==> src/rtl/uart_matrix_router.sv <==
// uart_matrix_router: N_RX 8N1 receivers feeding a shared byte bus,
// with per-destination strobes taken from a writable routing table.
module uart_matrix_router #(
    parameter int N_RX = 2,
    parameter int N_TX = 3,
    parameter logic [N_RX*N_TX-1:0] LUT_INIT = {3'b001, 3'b111}
) (
    input  logic                      clk,
    input  logic                      rst_n,
    input  logic [N_RX-1:0]           rx,
    input  logic [N_TX-1:0]           lut_data,
    input  logic [$clog2(N_RX+1)-1:0] lut_addr,
    input  logic                      lut_cke,
    output logic [7:0]                tx,
    output logic [N_TX-1:0]           tx_cke,
    output logic                      clko
);

    localparam int AW = $clog2(N_RX + 1);

    typedef enum logic [1:0] {
        IDLE,
        DATA,
        STOP
    } rx_state_t;

    rx_state_t            st   [N_RX];
    logic [2:0]           cnt  [N_RX];
    logic [7:0]           shf  [N_RX];
    logic [7:0]           hold [N_RX];
    logic [N_RX-1:0]      pend;
    logic [N_RX*N_TX-1:0] lut;

    logic                 gnt_vld;
    logic [AW-1:0]        gnt_idx;
    logic [7:0]           gnt_byte;
    logic [N_TX-1:0]      gnt_mask;

    assign clko = ~clk;

    // Walk downward so the lowest pending index is the one that sticks.
    always_comb begin
        gnt_vld  = 1'b0;
        gnt_idx  = '0;
        gnt_byte = '0;
        gnt_mask = '0;
        for (int i = N_RX - 1; i >= 0; i--) begin
            if (pend[i]) begin
                gnt_vld  = 1'b1;
                gnt_idx  = AW'(i);
                gnt_byte = hold[i];
                gnt_mask = lut[i*N_TX +: N_TX];
            end
        end
    end

    always_ff @(posedge clk or negedge rst_n) begin
        if (!rst_n) begin
            tx     <= '0;
            tx_cke <= '0;
            pend   <= '0;
            lut    <= LUT_INIT;
            for (int i = 0; i < N_RX; i++) begin
                st[i]   <= IDLE;
                cnt[i]  <= '0;
                shf[i]  <= '0;
                hold[i] <= '0;
            end
        end else begin
            tx_cke <= '0;
            if (gnt_vld) begin
                tx     <= gnt_byte;
                tx_cke <= gnt_mask;
            end
            for (int i = 0; i < N_RX; i++) begin
                if (lut_cke && lut_addr == AW'(i))
                    lut[i*N_TX +: N_TX] <= lut_data;
                if (gnt_vld && gnt_idx == AW'(i))
                    pend[i] <= 1'b0;
                unique case (st[i])
                    IDLE: begin
                        if (!rx[i]) begin
                            st[i]  <= DATA;
                            cnt[i] <= '0;
                        end
                    end
                    DATA: begin
                        shf[i] <= {rx[i], shf[i][7:1]};
                        cnt[i] <= cnt[i] + 3'd1;
                        if (cnt[i] == 3'd7)
                            st[i] <= STOP;
                    end
                    STOP: begin
                        st[i] <= IDLE;
                        // A fresh byte wins over a same-edge grant clear.
                        if (rx[i]) begin
                            hold[i] <= shf[i];
                            pend[i] <= 1'b1;
                        end
                    end
                    default: st[i] <= IDLE;
                endcase
            end
        end
    end

endmodule

==> config.mk <==
export PLATFORM = sky130hd
export DESIGN_NAME = uart_matrix_router
export DESIGN_NICKNAME = d
export VERILOG_FILES = /design/src/rtl/uart_matrix_router.sv
export SDC_FILE = /design/constraint.sdc
export NUM_CORES = 1
export LEC_CHECK = 0
export CORE_MARGIN = 5
export CORE_UTILIZATION = 60
export CTS_CLUSTER_DIAMETER = 50
export CTS_CLUSTER_SIZE = 24
export DETAILED_ROUTE_END_ITERATION = 10
export PLACE_DENSITY_LB_ADDON = 0.25
export SLEW_MARGIN = 30
export SYNTH_ARGS = -nofsm -noshare
export SYNTH_HDL_FRONTEND = slang
export SYNTH_SLANG_ARGS = --single-unit
export TNS_END_PERCENT = 20
==> constraint.sdc <==
create_clock -name clk -period 1.8 [get_ports clk]
set_input_delay 0.36 -clock clk [delete_from_list [all_inputs] [get_ports clk]]
set_output_delay 0.36 -clock clk [all_outputs]
set_load 0.005 [all_outputs]
==> out/metrics.yaml, run 1 <==
status: "complete, no violations"
hp-class: "primary input to asynchronous set/reset pin"
crit_family: "buffers and inverters"
fin_nets: 237
cts_tree: "done"
avgSynthCellArea_sq_um: 12.6
critPathArrivalTime_ns: 1.36
cts_max_level: 3
synth_ff_type: "dfrtp_1"
netSwitchingPower_mw: 1.28
ys_types: 24
die_h_microns: 74.5
clock_latency_ns: 0.36
yosysSeqAreaShare_pct: 61.3
worst_setup_path_start_kind: "clock port"
yosysWarnings: 0
synth_seq_cells: 61
peakVddDrop_mv: 0.865
floorplan.initialDensity_pct: 62.0
syn_nets: 212
overflow: 0
critical_path.reg2reg.endpoint: "hold[10]"
cp_max_fo: 16
syn_inst: 198
dieArea_sq_um: 5550
first_global_vias: 1538
p_clk_share_pct: 26.4
wire_per_inst_microns: 15.3
layout-drive-gt1-share_pct: 20.6
netlist_area_sq_um: 2500
grt_max_degree: 62
power_per_cell_area_nw_per_um2: 1470
ant_nets: 0
cp.required_ns: 1.44
cts_made_buffers: 9
cts.clk_slew.worst_paths_ns: 0.06
drc: 0
drt_iter0_markers: 183
async_flop_share_pct: 100
ys_top_cells_by_count: "58 x nand2_1, 57 x dfrtp_1, 16 x mux2_4, 10 x o21ai_0, 8 x mux2i_1"
sequentialPowerShare_pct: 50.6
synth.largest_area_cell: "dfrtp_1"
antenna_found_initial: 0
avgViaCountPerCell: 5.45
io_buffers: 21
synthTopCellsByArea: "dfrtp_1 57%, mux2_4 9.6%, nand2_1 8.7%, dfstp_2 4.2%, mux2i_1 3.2%"
cts-root-buf: "clkbuf_8"
io_pins: 22
cpMaxStageDelayCell: "dlygate4sd2_1"
maxSlewHeadroom_pct: 62.1
worst_pin_slew_ns: 0.568
coreArea_sq_um: 4030
synth_most_common_cell: "nand2_1"
path_class: "clock port to output port"
worstPathCellList: "clkbuf_8 -> inv_1 -> dlygate4sd2_1"
p_leak_nw: 1.47
clockBufferDepth: 2
grt_pass1_wl_mm: 7.44
hold_buffers: 0
chipWidth_microns: 74.5
finalMaxSlewViolations: 0
netSwitchingFraction_pct: 29.8
grtUsageTotal_pct: 18.4
drv_cap: 0
tns_ns: 0
syn2layout_area_growth_pct: 17.0
reg2reg_from: "st[2]"
combPwrFrac_pct: 23.0
synth-edff-count: 0
internal_power_mw: 3.02
dp_hpwl_mm: 2.91
setup_viol: 0
gp_congestion: 0.777
fin_hold_ws_ns: 0.00248
wl_mm: 4.25
r2r_cells: 3
crit_path_end_kind: "output port"
vias: 1514
diodes: 0
rows: 23
grt_setup_unrepaired: "no"
critPathMaxStageDelay_ns: 0.23
hold_violations: 0
yosysTopAreaCellShare_pct: 57.1
finClkSkew_ns: 0.176
cp_num_buf_inv: 3
post-route-util_pct: 72.5
dr.pass1.iters: 5
r2r_slack_ns: 0.47
[cell type report]
class	count	area [sq um]
sequential	61	1530
fill	260	1110
multi-input combinational	128	918
timing repair buffer	21	215
clock buffer	12	140
tap	50	62.6
clock inverter	5	50.0
inverter	1	3.75
[worst max path at each step]
stage	startpoint	end	slack, ns	depth (start not counted)
5_1_grt	clk	clko	0.04	3
2_1_floorplan	clk	clko	0.50	1
3_5_place_dp	clk	clko	0.03	2
3_3_place_gp	clk	clko	0.03	2
6_report	clk	clko	0.08	3
4_1_cts	clk	clko	0.07	3
[sequential cells by signal, summed over array words and instances, names as in the netlist]
register	flops
shf	16
tx_cke	3
hold	16
cnt	6
pend	2
tx	8
st	4
lut	6
[power groups by stage]
stage	Combinational, mW	Sequential [mW]	Clock [mW]
after floorplan	0.787	2.08	0.0127
after global placement	0.926	2.17	0.0545
after detailed placement	0.992	2.20	0.0545
after CTS	1.01	2.18	1.16
after global routing	1.11	2.24	1.24
final	0.989	2.18	1.14
[routing by layer]
metal	global-route usage [%]	share of wire (%)
met5	0	0
met4	4.35	1.3
met3	2.03	4.3
met2	29.2	48
met1	27.5	46
[kinds of logic (layout without fill, tap and decap cells)]
logic type | Yosys count | after routing | synth area share (%)
AOI/OAI and AO/OA | 21 | 21 | 5.26
adders and majority gates | 4 | 4 | 2.00
buffers and inverters | 9 | 39 | 1.90
and+or+nand+nor | 73 | 73 | 14.0
muxes | 30 | 30 | 15.5
DFF | 61 | 61 | 61.3
[through the flow]
stage	instances	cell area, sq um	setup slack (ns)	power, mW
after CTS	278	2920	0.0684	4.35
final	278	2920	0.0813	4.31
after global placement	263	2750	0.0347	3.15
after floorplan	198	2500	0.497	2.89
after global routing	278	2920	0.0438	4.59
after detailed placement	263	2750	0.0347	3.24
[what timing repair did]
action,CTS,global route
gates resized for setup,1,0
setup endpoints to repair,1,0
buffers inserted,0,0
[cells in the final DEF, fill, tap and decap left out, drive strengths merged]
master | synthesis | routed
nand2 | 60 | 60
dfrtp | 57 | 57
mux2 | 22 | 22
clkdlybuf4s50 | 0 | 19
o21ai | 12 | 12
clkbuf | 2 | 11
mux2i | 8 | 8
a22o | 7 | 7
nor2b | 5 | 5
ha | 4 | 4
dfstp | 4 | 4
inv | 2 | 2
or2 | 2 | 2
nand2b | 2 | 2
and2 | 2 | 2
a21oi | 2 | 2
clkinv | 0 | 2
buf | 5 | 2
nor3b | 1 | 1
nand3b | 1 | 1
clkinvlp | 0 | 1
bufinv | 0 | 1
dlygate4sd2 | 0 | 1
(Power assumes the default switching activity.)
==> inputs of run 2 (changes only) <==
--- a/config.mk
+++ b/config.mk
@@ -7,6 +7,7 @@
 export LEC_CHECK = 0
 export CORE_MARGIN = 5
 export CORE_UTILIZATION = 60
+export CTS_BUF_LIST = sky130_fd_sc_hd__clkbuf_8
 export CTS_CLUSTER_DIAMETER = 50
 export CTS_CLUSTER_SIZE = 24
 export DETAILED_ROUTE_END_ITERATION = 10
==> run 2 against run 1 <==
Compared with the run above:
- cell count stayed put
- die area is the same
- clock skew is essentially flat
- sequential power barely moved
- worst hold slack gained 0.0019 ns
- register-to-register slack is essentially flat
- clock-buffer cell count is 2 lower
- sequential share of layout area unchanged
- largest power group unchanged
==> out/metrics.yaml, run 2 (same netlist as run 1, synthesis figures left out) <==
status: "complete, no violations"
final-instance-count-excl-fill: 278  # unchanged
maxSlewHeadroom_pct: 62.5  # +0.34 points
post-route-util_pct: 72.5  # unchanged
overflow: 0  # unchanged
fin_nets: 237  # unchanged
clockBufferDepth: 2  # unchanged
fin_hold_ws_ns: 0.00434  # +0.00186 ns
cts_made_buffers: 9  # unchanged
ant_nets: 0  # unchanged
die_h_microns: 74.5  # unchanged
design_area_sq_um: 2920  # unchanged
wire_per_inst_microns: 15.3  # unchanged
layout-drive-gt1-share_pct: 20.6  # unchanged
critPathArrivalTime_ns: 1.36  # about the same
io_buffers: 21  # unchanged
setup_viol: 0  # unchanged
worst_setup_path_start_kind: "clock port"
r2r_slack_ns: 0.47  # about the same
antenna_found_initial: 0  # unchanged
r2r_cells: 3  # unchanged
placed_cells: 263  # unchanged
tns_ns: 0  # unchanged
drv_cap: 0  # unchanged
dr.pass1.iters: 4  # -1
path_class: "clock port to output port"
chipWidth_microns: 74.5  # unchanged
p_leak_nw: 1.48  # +0.56%
crit_path_end_kind: "output port"
first_global_vias: 1538  # unchanged
clock_latency_ns: 0.36  # about the same
cts.clk_slew.worst_paths_ns: 0.06  # about the same
finClkSkew_ns: 0.177  # +0.000181 ns
hold_violations: 0  # unchanged
layout_common_cells: "58 x nand2_1, 57 x dfrtp_1, 19 x clkdlybuf4s50_1, 16 x mux2_4, 10 x o21ai_0"
floorplan.initialDensity_pct: 62.0  # unchanged
drt_iter0_markers: 149  # -19%
io_pins: 22  # unchanged
drc: 0  # unchanged
diodes: 0  # unchanged
power_per_cell_area_nw_per_um2: 1470  # -0.26%
peakVddDrop_mv: 0.865  # about the same
coreArea_sq_um: 4030  # unchanged
finalMaxSlewViolations: 0  # unchanged
critPathMaxStageDelay_ns: 0.23  # about the same
final_common_cell: "nand2_1"
cp_max_fo: 16  # unchanged
worst_pin_slew_ns: 0.563  # -0.00512 ns
vias: 1514  # unchanged
dp_hpwl_mm: 2.91  # unchanged
grt_setup_unrepaired: "no"
cts_tree: "done"
grt_max_degree: 62  # unchanged
cts_resized: 1  # unchanged
cts_setup_buffers: 0  # unchanged
worstPathCellList: "clkbuf_8 -> inv_1 -> dlygate4sd2_1"
cts_max_level: 3  # unchanged
wl_mm: 4.25  # unchanged
syn2layout_area_growth_pct: 17.0  # unchanged
cts-root-buf: "clkbuf_8"
dieArea_sq_um: 5550  # unchanged
top_regs: "hold (16), shf (16), tx (8)"
grt_pass1_wl_mm: 7.44  # unchanged
hp-class: "primary input to asynchronous set/reset pin"
gp_congestion: 0.777  # unchanged
avgViaCountPerCell: 5.45  # unchanged
cp.required_ns: 1.44  # about the same
reg2reg_from: "st[2]"
grtUsageTotal_pct: 18.4  # unchanged
rows: 23  # unchanged
cpMaxStageDelayCell: "dlygate4sd2_1"
hold_buffers: 0  # unchanged
critical_path.reg2reg.endpoint: "hold[10]"
postPlaceCellArea_sq_um: 2750  # unchanged
-- run 2: cell types whose count changed in the layout (fill, tap and decap cells not counted) --
cell,before,now
clkbuf_1,2,0
inv_1,2,4
-- run 2: per-layer routing --
metal / wire, microns / vias up / share of wire (%) / global-route usage, %
met5: 0 / - / 0 / 0
met4: 56 / 0 / 1.3 / 4.35
met3: 195 / 4 / 4.6 / 2.03
met2: 2030 / 39 / 48 / 29.2
met1: 1970 / 756 / 46 / 27.5
li1: - / 715 / - / -
-- run 2: worst max-delay path by stage --
stage               slack [ns]  startpoint  cells past startpoint    to
finish                    0.08         clk                      3  clko
global route              0.04         clk                      3  clko
CTS                       0.07         clk                      3  clko
detailed placement        0.03         clk                      2  clko
global placement          0.03         clk                      2  clko
floorplan                 0.50         clk                      1  clko
-- run 2: area by class of cell --
class                           instances  area [sq um]
Sequential cell                        61          1530
Fill cell                             260          1110
Multi-Input combinational cell        128           918
Timing Repair Buffer                   21           215
Clock buffer                           10           133
Tap cell                               50          62.6
Clock inverter                          7          57.6
Inverter                                1          3.75
-- run 2: where the power goes --
group,switching [mW],total [mW],internal [mW]
Clock,0.493,1.13,0.634
Combinational,0.449,0.990,0.541
Sequential,0.341,2.18,1.84
-- run 2: metrics by stage --
step / power, mW / worst slack (ns)
2_1_floorplan: 2.89 / 0.497
3_3_place_gp: 3.15 / 0.0347
3_5_place_dp: 3.24 / 0.0347
4_1_cts: 4.34 / 0.0684
5_1_grt: 4.58 / 0.0438
6_report: 4.29 / 0.0818
-- run 2: worst max-delay path: cells and delay by family --
kind / cells / cell delay, ns
buf+inv: 3 / 0.46
==> inputs of run 3 (changes only) <==
--- a/config.mk
+++ b/config.mk
@@ -11,6 +11,7 @@
 export CTS_CLUSTER_DIAMETER = 50
 export CTS_CLUSTER_SIZE = 24
 export DETAILED_ROUTE_END_ITERATION = 10
+export GPL_TIMING_DRIVEN = 1
 export PLACE_DENSITY_LB_ADDON = 0.25
 export SLEW_MARGIN = 30
 export SYNTH_ARGS = -nofsm -noshare
==> results of run 3 <==
No change in the layout: final DEF, timing and power equal those of run 2.
